$ cat src/rtl/dff_pipe_hs_pkg.sv
// Shared constants and helpers for the elastic DFF pipeline chain.
package dff_pipe_hs_pkg;

    localparam int DFF_PIPE_MAX_DEPTH = 16;

    function automatic int cnt_width(input int depth);
        return $clog2(depth + 1);
    endfunction

endpackage

$ cat src/rtl/dff_pipe_stage.sv
// One valid/data register pair of the elastic chain, with its load/clear logic.
module dff_pipe_stage #(
    parameter int              WIDTH    = 32,
    parameter logic [WIDTH-1:0] RST_DATA = '0
) (
    input  logic             clk,
    input  logic             clear,
    input  logic             up_valid,
    input  logic [WIDTH-1:0] up_data,
    input  logic             dn_ready,
    output logic             vld_o,
    output logic [WIDTH-1:0] dat_o,
    output logic             rdy_o
);

    assign rdy_o = !vld_o || dn_ready;

    // Stalled stages keep dat_o untouched so held output stays stable.
    always_ff @(posedge clk) begin
        if (clear) begin
            vld_o <= 1'b0;
            dat_o <= RST_DATA;
        end else if (up_valid && rdy_o) begin
            vld_o <= 1'b1;
            dat_o <= up_data;
        end else if (rdy_o) begin
            vld_o <= 1'b0;
        end
    end

endmodule

$ cat src/rtl/dff_pipe_hs.sv
// Elastic pipeline register chain: DEPTH valid/ready stages with flush and occupancy count.
module dff_pipe_hs
    import dff_pipe_hs_pkg::*;
#(
    parameter int               WIDTH    = 32,
    parameter int               DEPTH    = 2,
    parameter logic [WIDTH-1:0] RST_DATA = '0,
    localparam int              CNT_W    = cnt_width(DEPTH)
) (
    input  logic             clk,
    input  logic             rst,
    input  logic             flush,
    input  logic             in_valid,
    output logic             in_ready,
    input  logic [WIDTH-1:0] in_data,
    output logic             out_valid,
    input  logic             out_ready,
    output logic [WIDTH-1:0] out_data,
    output logic [CNT_W-1:0] count
);

    if (DEPTH < 1 || DEPTH > DFF_PIPE_MAX_DEPTH) begin : g_bad_depth
        $error("dff_pipe_hs: DEPTH must be in 1..16");
    end

    logic [DEPTH-1:0] vld;
    logic [DEPTH-1:0] rdy;
    logic [DEPTH-1:0] dn_rdy;
    logic [WIDTH-1:0] dat [DEPTH];
    logic             clear;
    logic             acc_in;
    logic             acc_out;

    assign clear = rst || flush;

    for (genvar i = 0; i < DEPTH; i++) begin : g_stage
        // Downstream ready is the unrolled ready chain: any bubble further down, or out_ready.
        if (i == DEPTH - 1) begin : g_last
            assign dn_rdy[i] = out_ready;
        end else begin : g_mid
            assign dn_rdy[i] = out_ready || !(&vld[DEPTH-1:i+1]);
        end

        if (i == 0) begin : g_first
            dff_pipe_stage #(.WIDTH(WIDTH), .RST_DATA(RST_DATA)) u_stage (
                .clk      (clk),
                .clear    (clear),
                .up_valid (in_valid && !clear),
                .up_data  (in_data),
                .dn_ready (dn_rdy[i]),
                .vld_o    (vld[i]),
                .dat_o    (dat[i]),
                .rdy_o    (rdy[i])
            );
        end else begin : g_next
            dff_pipe_stage #(.WIDTH(WIDTH), .RST_DATA(RST_DATA)) u_stage (
                .clk      (clk),
                .clear    (clear),
                .up_valid (vld[i-1]),
                .up_data  (dat[i-1]),
                .dn_ready (dn_rdy[i]),
                .vld_o    (vld[i]),
                .dat_o    (dat[i]),
                .rdy_o    (rdy[i])
            );
        end
    end

    assign in_ready  = rdy[0] && !clear;
    assign out_valid = vld[DEPTH-1];
    assign out_data  = dat[DEPTH-1];
    assign acc_in    = in_valid && in_ready;
    assign acc_out   = out_valid && out_ready;

    always_ff @(posedge clk) begin
        if (clear) begin
            count <= '0;
        end else begin
            count <= count + CNT_W'(acc_in) - CNT_W'(acc_out);
        end
    end

`ifndef SYNTHESIS
    a_count_matches_vld : assert property (@(posedge clk) disable iff (rst)
        count == CNT_W'($countones(vld)));
`endif

endmodule

$ cat config.mk
export PLATFORM = sky130hd
export DESIGN_NAME = dff_pipe_hs
export DESIGN_NICKNAME = d
export VERILOG_FILES = /design/src/rtl/dff_pipe_hs_pkg.sv /design/src/rtl/dff_pipe_stage.sv /design/src/rtl/dff_pipe_hs.sv
export SDC_FILE = /design/constraint.sdc
export NUM_CORES = 1
export LEC_CHECK = 0
export BUFFER_PORTS_ARGS = -buffer_cell sky130_fd_sc_hd__buf_2
export CAP_MARGIN = 20
export CORE_MARGIN = 3
export CORE_UTILIZATION = 43
export DETAILED_ROUTE_END_ITERATION = 16
export PLACE_DENSITY = 0.7
export SLEW_MARGIN = 20
export SYNTH_ARGS = -nofsm -noshare
export SYNTH_HDL_FRONTEND = slang
export SYNTH_HIERARCHICAL = 1
export SYNTH_SLANG_ARGS = --single-unit
export TNS_END_PERCENT = 100
$ cat constraint.sdc
create_clock -name clk -period 3.65 [get_ports clk]
set_clock_uncertainty 0.1 [all_clocks]
set_input_delay 0.1825 -clock clk [delete_from_list [all_inputs] [get_ports clk]]
set_output_delay 0.1825 -clock clk [all_outputs]
set_load 0.1 [all_outputs]
==> reports/qor.yml, run 1 <==
status:
  status: "finished, final reports clean"
hold_path:
  hold_class: "primary input to register"
  worstHoldPathCells: 3
  hp-start: "in_data[23]"
logic_synthesis:
  ys_top_cells_by_count: "68 x dfxtp_1, 65 x nand3_1, 54 x a21oi_1"
  synth_top_cell_by_area: "dfxtp_1"
  synthCells: 315
  synth.area.top_cells: "dfxtp_1 45%, a21bo_2 17%, nand3_1 11%"
  synth_most_common_cell: "dfxtp_1"
  syn_nets: 354
  synthDominantCellAreaShare: 0.449
  synth.distinct_cells: 18
  synth_edf_count: 0
  yosys_warnings: 6
  synth_area_per_cell_sq_um: 9.63
  syn-cell-area_sq_mm: 0.00303
  ys_seq_area_frac: 0.449
  synthFlopType: "dfxtp_1"
  async_flop_share: 0
  synth_seq_cells: 68
routing:
  via_count: 2467
  first_pass_iters: 4
  drc: 0
  wl_mm: 6.33
  wl_per_cell_um: 13.2
  ant_nets: 0
  viasPerCell: 5.15
  drt-initial-drc-count: 113
timing:
  hold_ws_ns: 0.0136
  max_slew_margin: 0.410
  period_needed_ns: 2.72
  setup_ws_ns: 0.929
  fmax_ghz: 0.368
  rsz0062_at_grt: "no"
  final.period_utilization: 0.745
  worstMarginPinSlew_ns: 0.883
  setup_viol: 0
  finalMaxSlewViolations: 0
  finalHoldViolCount: 0
  finalSetupTns_ns: 0
critical_path:
  arrival_ns: 2.89
  critPathRequiredTime_ns: 3.82
  crit_path_start_kind: "register"
  r2r_start: "g_stage[1].g_next.u_stage/vld_o"
  crit_fanout: 67
  criticalPathCategory: "register to register"
  reg2regPathDepth: 9
  endpoint_kind: "register"
  worstSetupStartpoint: "g_stage[1].g_next.u_stage/vld_o"
placement:
  place_congestion: 0.705
  preCtsSetupSlack_ns: 1.45
  hpwl_mm: 3.63
  port_buffers: 72
finish:
  syn2layout_area_growth_pct: 22.1
  fillerInstances: 615
  drive_gt1_frac: 0.409
  num_antenna_cells: 0
  fin_nets: 421
clock_network:
  cts_buffer_depth: 2
  cts-root-buf: "clkbuf_8"
  h-tree-depth: 3
  post_cts_buffers: 0
  clk_latency_ns: 0.33
  cts_tree: "done"
  cts-buffers-inserted: 9
  clkSinkCount: 68
  post_cts_resized: 0
  clk_pin_slew_ns: 0.07
pwr:
  comb_power_share: 0.063
  pwr-share-clk: 0.406
  p_int_w: 0.00110
  switching_share: 0.219
  seqPwrFrac: 0.531
  power_switching_w: 0.000309
  leakage_nw: 1.48
  powerDensity_mw_per_mm2: 382
  vdd_drop_max_mv: 0.171
die:
  die-area_sq_mm: 0.00810
  die_h_um: 90.0
  io_pins: 73
  core_area_sq_mm: 0.00660
  num_rows: 29
  die_w_um: 90.0
  initial_core_util: 0.459
global_routing:
  grt-ovfl-total: 0
  track_usage: 0.157
  grt_pass1_vias: 2331
  grt_max_degree: 68
  antenna_found_initial: 0
  grt_pass1_wl_mm: 10.8
flow_run:
  maxCapViolCount: 0
flip-flops by register name (all words and copies together) (netlist names):
signal	flops
g_stage.g_first.u_stage/dat_o	32
g_stage.g_next.u_stage/dat_o	32
count	2
g_stage.g_first.u_stage/vld_o	1
g_stage.g_next.u_stage/vld_o	1
repair_timing:
action	4_1_cts	5_1_grt
hold buffers	18	0
setup endpoints to repair	0	0
endpoints found under the hold margin	17	0
final timing paths:
kind              slack, ns                              endpoint
setup / recovery       0.93                              count[1]
hold / removal         0.01  g_stage[0].g_first.u_stage/dat_o[23]
setup reg to reg       0.93                              count[1]
hold reg to reg        0.36   g_stage[1].g_next.u_stage/dat_o[14]
power groups by stage:
stage	sequential [W]	combinational, W	clock [W]
2_1_floorplan	0.000770	0.0000445	0
3_3_place_gp	0.000766	0.0000748	0
3_5_place_dp	0.000767	0.0000748	0
4_1_cts	0.000750	0.0000892	0.000591
5_1_grt	0.000750	0.0000967	0.000623
6_report	0.000750	0.0000888	0.000574
layout by cell type (no fill, tap or decap):
master	instances
dfxtp_1	67
nor2_1	1
clkbuf_8	13
a21oi_2	12
a21oi_1	54
clkbuf_1	1
inv_1	3
a21bo_1	12
and2_4	1
xnor3_1	1
dfxtp_2	1
buf_4	2
clkinv_2	2
nand2b_4	2
nand2b_1	1
and2_1	3
a21bo_2	52
ha_1	2
nor3_2	1
buf_2	72
dlygate4sd3_1	18
nand3_1	65
layer usage:
layer	vias up	routed length, um	GRT usage	share of wire
met4	0	144	0.0804	0.023
met3	14	267	0.0326	0.042
met2	67	2920	0.259	0.46
met1	1138	2990	0.195	0.47
li1	1248	-	-	-
met5	-	0	0	0
worst max-delay path: stages (launching register included):
cell,delay [ns]
dfxtp_1,0.35
nand2b_1,0.09
nand2b_4,0.56
nand3_1,0.17
ha_1,0.31
inv_1,0.06
ha_1,0.14
xnor3_1,0.22
nor3_2,0.10
dlygate4sd3_1,0.55
kinds of logic after synthesis:
family,count (synthesis),synth area share
simple gates,74,0.131
xor+xnor,1,0.00743
compound gates,130,0.335
flops,68,0.449
buf+inv,40,0.0693
fa+ha+maj,2,0.00825
layout make-up:
cell class / count / area (sq um) / area share
multi-input cells: 207 / 1460 / 0.395
inverters: 4 / 16.3 / 0.00439
repair buffers: 92 / 556 / 0.150
clock buffers: 14 / 183 / 0.0493
flip-flops and latches: 68 / 1360 / 0.368
clock inverters: 1 / 5.00 / 0.00135
well taps: 93 / 116 / 0.0314
stage by stage:
| step | total power (W) | cell area [sq um] | util | cells |
|---|---|---|---|---|
| 2_1_floorplan | 0.000814 | 3030 | - | 315 |
| 6_report | 0.00141 | 3700 | 0.561 | 479 |
| 3_3_place_gp | 0.000841 | 3330 | 0.505 | 446 |
| 5_1_grt | 0.00147 | 3700 | 0.561 | 479 |
| 3_5_place_dp | 0.000841 | 3330 | 0.505 | 446 |
| 4_1_cts | 0.00143 | 3700 | 0.560 | 479 |
Power figures use the tool's default switching activity.
==> run 2: changes to the inputs <==
==> constraint.sdc (replaced) <==
create_clock -name clk -period 2.6 [get_ports clk]
set_clock_uncertainty 0.1 [all_clocks]
set_input_delay 0.13 -clock clk [delete_from_list [all_inputs] [get_ports clk]]
set_output_delay 0.13 -clock clk [all_outputs]
set_load 0.1 [all_outputs]
==> reports/qor.yml, run 2 (synthesis results as in run 1) <==
clock_network:
  cts-buffers-inserted: 9
  cts_tree: "done"
  clkSinkCount: 68
  clk_pin_slew_ns: 0.06
  cts_buffer_depth: 2
  post_cts_resized: 0
  clk_latency_ns: 0.32
  h-tree-depth: 3
  hold_buffers: 34
  cts-root-buf: "clkbuf_8"
  post_cts_buffers: 0
finish:
  final_cell_mix: "72 x buf_2, 67 x dfxtp_1, 65 x nand3_1"
  drive_gt1_frac: 0.388
  reg.largest.list: "g_stage.g_first.u_stage/dat_o: 32 flops, g_stage.g_next.u_stage/dat_o: 32 flops, count: 2 flops"
  final_common_cell: "buf_2"
  fin_nets: 439
  fillerInstances: 638
  num_antenna_cells: 0
  syn2layout_area_growth_pct: 27.5
critical_path:
  critical_path.slowest_cell: "dlygate4sd3_1"
  critPathRequiredTime_ns: 2.77
  crit_path_start_kind: "primary input"
  cp_slowest_stage_delay_ns: 0.56
  crit_family: "buffers and inverters"
  r2r_start: "g_stage[1].g_next.u_stage/vld_o"
  worstSetupStartpoint: "flush"
  criticalPathCategory: "primary input to register"
  crit_fanout: 5
  cp.buffers_inverters: 4
  arrival_ns: 2.57
  cp_cell_sequence: "dlygate4sd3_1 -> buf_2 -> nor2_1 -> nand3_1 -> ha_1 -> inv_1 -> ha_1 -> xnor3_1 -> nor3_2 -> dlygate4sd3_1"
  endpoint_kind: "register"
global_routing:
  grt-ovfl-total: 0
  grt_pass1_vias: 2431
  track_usage: 0.167
  grt_max_degree: 67
  grt_pass1_wl_mm: 11.2
  antenna_found_initial: 0
routing:
  wl_mm: 6.64
  drc: 0
  first_pass_iters: 4
  wl_per_cell_um: 13.3
  via_count: 2527
  ant_nets: 0
  viasPerCell: 5.07
  drt-initial-drc-count: 96
die:
  io_pins: 73
  initial_core_util: 0.459
  num_rows: 29
  core_area_sq_mm: 0.00660
  die-area_sq_mm: 0.00810
  die_h_um: 90.0
  die_w_um: 90.0
placement:
  port_buffers: 72
  hpwl_mm: 3.83
  preCtsSetupSlack_ns: 0.930
  place_congestion: 0.707
pwr:
  powerDensity_mw_per_mm2: 517
  vdd_drop_max_mv: 0.267
  leakage_nw: 1.55
timing:
  setup_viol: 0
  period_needed_ns: 2.40
  worstMarginPinSlew_ns: 0.732
  finalHoldViolCount: 0
  max_slew_margin: 0.512
  setup_ws_ns: 0.199
  rsz0062_at_grt: "no"
  fmax_ghz: 0.416
  final.period_utilization: 0.924
  finalMaxSlewViolations: 0
  finalSetupTns_ns: 0
hold_path:
  hp-start: "rst"
  hold_class: "primary input to register"
flow_run:
  maxCapViolCount: 0
status:
  status: "finished, final reports clean"
run 2: cell types whose count changed in the layout (fill, tap and decap cells not counted):
cell / previous run / this run
dlygate4sd3_1: 18 / 34
clkbuf_1: 1 / 5
clkbuf_8: 13 / 9
buf_4: 2 / 4
and2_2: 0 / 1
and2_4: 1 / 0
bufinv_16: 0 / 1
clkinv_2: 2 / 1
inv_4: 0 / 1
run 2: area by class of cell:
cell class	count	area [sq um]	area share
Clock inverter	2	35.0	0.00906
Timing Repair Buffer	110	731	0.189
Multi-Input combinational cell	207	1460	0.378
Tap cell	93	116	0.0301
Clock buffer	14	143	0.0369
Inverter	4	17.5	0.00453
Sequential cell	68	1360	0.352
run 2: final timing paths:
check                                       endpoint  slack, ns  cells after the start
setup / recovery                            count[1]       0.20                     10
setup reg to reg                            count[1]       0.39                      9
hold reg to reg   g_stage[1].g_next.u_stage/dat_o[9]       0.36                      2
hold / removal                              count[0]       0.11                      3
run 2: through the flow:
step | utilization | hold slack, ns | power (W) | instance area (sq um) | std cells
6_report | 0.586 | 0.111 | 0.00200 | 3870 | 498
5_1_grt | 0.586 | 0.124 | 0.00208 | 3870 | 498
4_1_cts | 0.586 | 0.0886 | 0.00202 | 3870 | 498
3_5_place_dp | 0.507 | 0.216 | 0.00118 | 3350 | 448
3_3_place_gp | 0.507 | 0.211 | 0.00118 | 3350 | 448
2_1_floorplan | - | 0.0990 | 0.00114 | 3030 | 315
run 2: report_power, final:
part           total [W]  internal [W]  switching (W)  leakage [nW]
clock network   0.000802      0.000444       0.000357        0.0887
registers        0.00105       0.00105     0.00000366         0.549
logic           0.000144     0.0000713      0.0000727         0.908
total            0.00200       0.00156       0.000434          1.55
run 2: tightest hold or removal path, delay by kind of cell:
| kind | cells | cell delay [ns] |
|---|---|---|
| AND/OR/NAND/NOR | 2 | 0.26 |
| buffers and inverters | 1 | 0.10 |
run 2: per-layer routing:
metal  GRT usage  routed length (um)  vias up
met1       0.198                3060     1191
li1            -                   -     1283
met3      0.0342                 215        5
met4      0.0689                  60        0
met5           0                   0        -
met2       0.293                3310       48
==> run 3: changes to the inputs <==
--- a/config.mk
+++ b/config.mk
@@ -10,7 +10,8 @@
 export CORE_MARGIN = 3
 export CORE_UTILIZATION = 43
 export DETAILED_ROUTE_END_ITERATION = 16
-export PLACE_DENSITY = 0.7
+export PLACE_DENSITY = 0.73
+export SETUP_SLACK_MARGIN = 0.3
 export SLEW_MARGIN = 20
 export SYNTH_ARGS = -nofsm -noshare
 export SYNTH_HDL_FRONTEND = slang
==> constraint.sdc (replaced) <==
create_clock -name clk -period 2 [get_ports clk]
set_clock_uncertainty 0.1 [all_clocks]
set_input_delay 0.1 -clock clk [delete_from_list [all_inputs] [get_ports clk]]
set_output_delay 0.1 -clock clk [all_outputs]
set_load 0.1 [all_outputs]
==> reports/qor.yml, run 3 (synthesis results as in run 1) <==
global_routing:
  grt-ovfl-total: 0
  antenna_found_initial: 0
  grt_pass1_wl_mm: 11.9
  track_usage: 0.177
  grt_pass1_vias: 2478
  grt_max_degree: 67
die:
  io_pins: 73
  die-area_sq_mm: 0.00810
  initial_core_util: 0.459
  die_h_um: 90.0
  num_rows: 29
  die_w_um: 90.0
  core_area_sq_mm: 0.00660
pwr:
  seqPwrFrac: 0.505
  vdd_drop_max_mv: 0.451
  pwr-share-clk: 0.419
  leakage_nw: 1.62
  powerDensity_mw_per_mm2: 670
  switching_share: 0.224
  comb_power_share: 0.076
  p_int_w: 0.00210
  power_switching_w: 0.000605
clock_network:
  cts_tree: "done"
  cts_buffer_depth: 2
  cts-root-buf: "clkbuf_8"
  clk_pin_slew_ns: 0.07
  h-tree-depth: 3
  cts-buffers-inserted: 9
  clk_latency_ns: 0.34
  clkSinkCount: 68
placement:
  place_congestion: 0.741
  port_buffers: 72
  hpwl_mm: 3.94
timing:
  finalMaxSlewViolations: 0
  setup_viol: 0
  finalHoldViolCount: 0
  fmax_ghz: 0.608
  worstMarginPinSlew_ns: 0.657
  max_slew_margin: 0.562
  rsz0062_at_grt: "yes"
  finalSetupTns_ns: 0
  period_needed_ns: 1.64
  final.period_utilization: 0.822
  hold_ws_ns: 0.0621
hold_path:
  hold_class: "primary input to register"
  worstHoldPathCells: 3
routing:
  via_count: 2598
  viasPerCell: 5.13
  ant_nets: 0
  wl_mm: 7.03
  drc: 0
  drt-initial-drc-count: 107
  wl_per_cell_um: 13.9
  first_pass_iters: 4
critical_path:
  critical_path.slowest_cell: "dfxtp_4"
  r2r_start: "g_stage[1].g_next.u_stage/vld_o"
  reg2regPathDepth: 8
  criticalPathCategory: "register to register"
  arrival_ns: 1.81
  endpoint_kind: "register"
  reg2reg_to: "count[1]"
  cp_cell_sequence: "nand2b_1 -> nand2b_4 -> nand3_4 -> ha_4 -> inv_2 -> ha_4 -> xnor3_1 -> nor3_2"
  crit_fanout: 4
  endpoint: "count[1]"
  worstSetupStartpoint: "g_stage[1].g_next.u_stage/vld_o"
  cpMostUsedCell: "ha_4"
  cp_slowest_stage_delay_ns: 0.34
  critPathRequiredTime_ns: 2.17
  crit_path_start_kind: "register"
  r2r_slack_ns: 0.36
finish:
  final_cell_mix: "71 x buf_2, 66 x dfxtp_1, 64 x nand3_1"
  reg.largest.list: "g_stage.g_first.u_stage/dat_o: 32 flops, g_stage.g_next.u_stage/dat_o: 32 flops, count: 2 flops"
  regArea_sq_mm: 0.00137
  drive_gt1_frac: 0.426
  multi_input_area_sq_mm: 0.00150
  syn2layout_area_growth_pct: 33.3
  fillerInstances: 573
  final_common_cell: "buf_2"
  num_antenna_cells: 0
  fin_nets: 447
flow_run:
  maxCapViolCount: 0
status:
  status: "finished, final reports clean"
## run 3: cell types whose count changed in the layout (fill, tap and decap cells not counted), moves of 3 or more
cell	change
buf_4	+5
clkbuf_1	-5
buf_12	+4
clkinv_2	+3
## run 3: how the worst min path moves through the flow
stage	start	slack [ns]	endpoint
detailed placement	rst	0.19	count[1]
global route	flush	0.08	count[0]
floorplan	flush	0.07	count[1]
global placement	flush	0.19	count[1]
finish	rst	0.06	count[0]
CTS	rst	0.02	count[0]
## run 3: worst max-delay path, delay by kind of cell, from the launching register on
family,cells,cell delay (ns)
AND/OR/NAND/NOR,4,0.47
adder cells (fa/ha/maj),2,0.37
flip-flops,1,0.34
XOR/XNOR,1,0.24
buffers and inverters,1,0.06
## run 3: area by class of cell
class	instances	share of cell area
Clock buffer	11	0.0374
Sequential cell	68	0.338
Timing Repair Buffer	118	0.209
Multi-Input combinational cell	207	0.371
Tap cell	93	0.0288
Inverter	4	0.00371
Clock inverter	5	0.0124
## run 3: through the flow
| stage | instances | total power (W) | utilization | setup WS [ns] | cell area, sq um |
|---|---|---|---|---|---|
| final | 506 | 0.00271 | 0.612 | 0.356 | 4040 |
| after global routing | 506 | 0.00282 | 0.612 | 0.255 | 4040 |
| after CTS | 502 | 0.00273 | 0.603 | 0.351 | 3980 |
| after detailed placement | 450 | 0.00155 | 0.518 | 0.252 | 3420 |
| after global placement | 450 | 0.00154 | 0.518 | 0.349 | 3420 |
| after floorplan | 315 | 0.00149 | - | 0.0568 | 3050 |
## run 3: power groups by stage
stage               clock (W)  combinational (W)  sequential, W
CTS                   0.00116           0.000200        0.00137
global route          0.00123           0.000222        0.00137
floorplan                   0          0.0000819        0.00140
detailed placement          0           0.000148        0.00140
global placement            0           0.000147        0.00140
finish                0.00113           0.000205        0.00137
## run 3: repair_timing
item,CTS,global route
hold buffers,34,0
setup buffers,2,4
pin swaps,0,2
hold endpoints to repair,33,0
endpoints found under the setup margin,2,1
resized for setup,1,5
gates cloned,0,0
## run 3: metal layers
layer  part of all wire  vias up  global-route usage
met5                  0        -                   0
met3              0.050       11              0.0518
met2               0.50       70               0.294
met1               0.43     1217               0.217
met4              0.015        0              0.0663
li1                   -     1300                   -
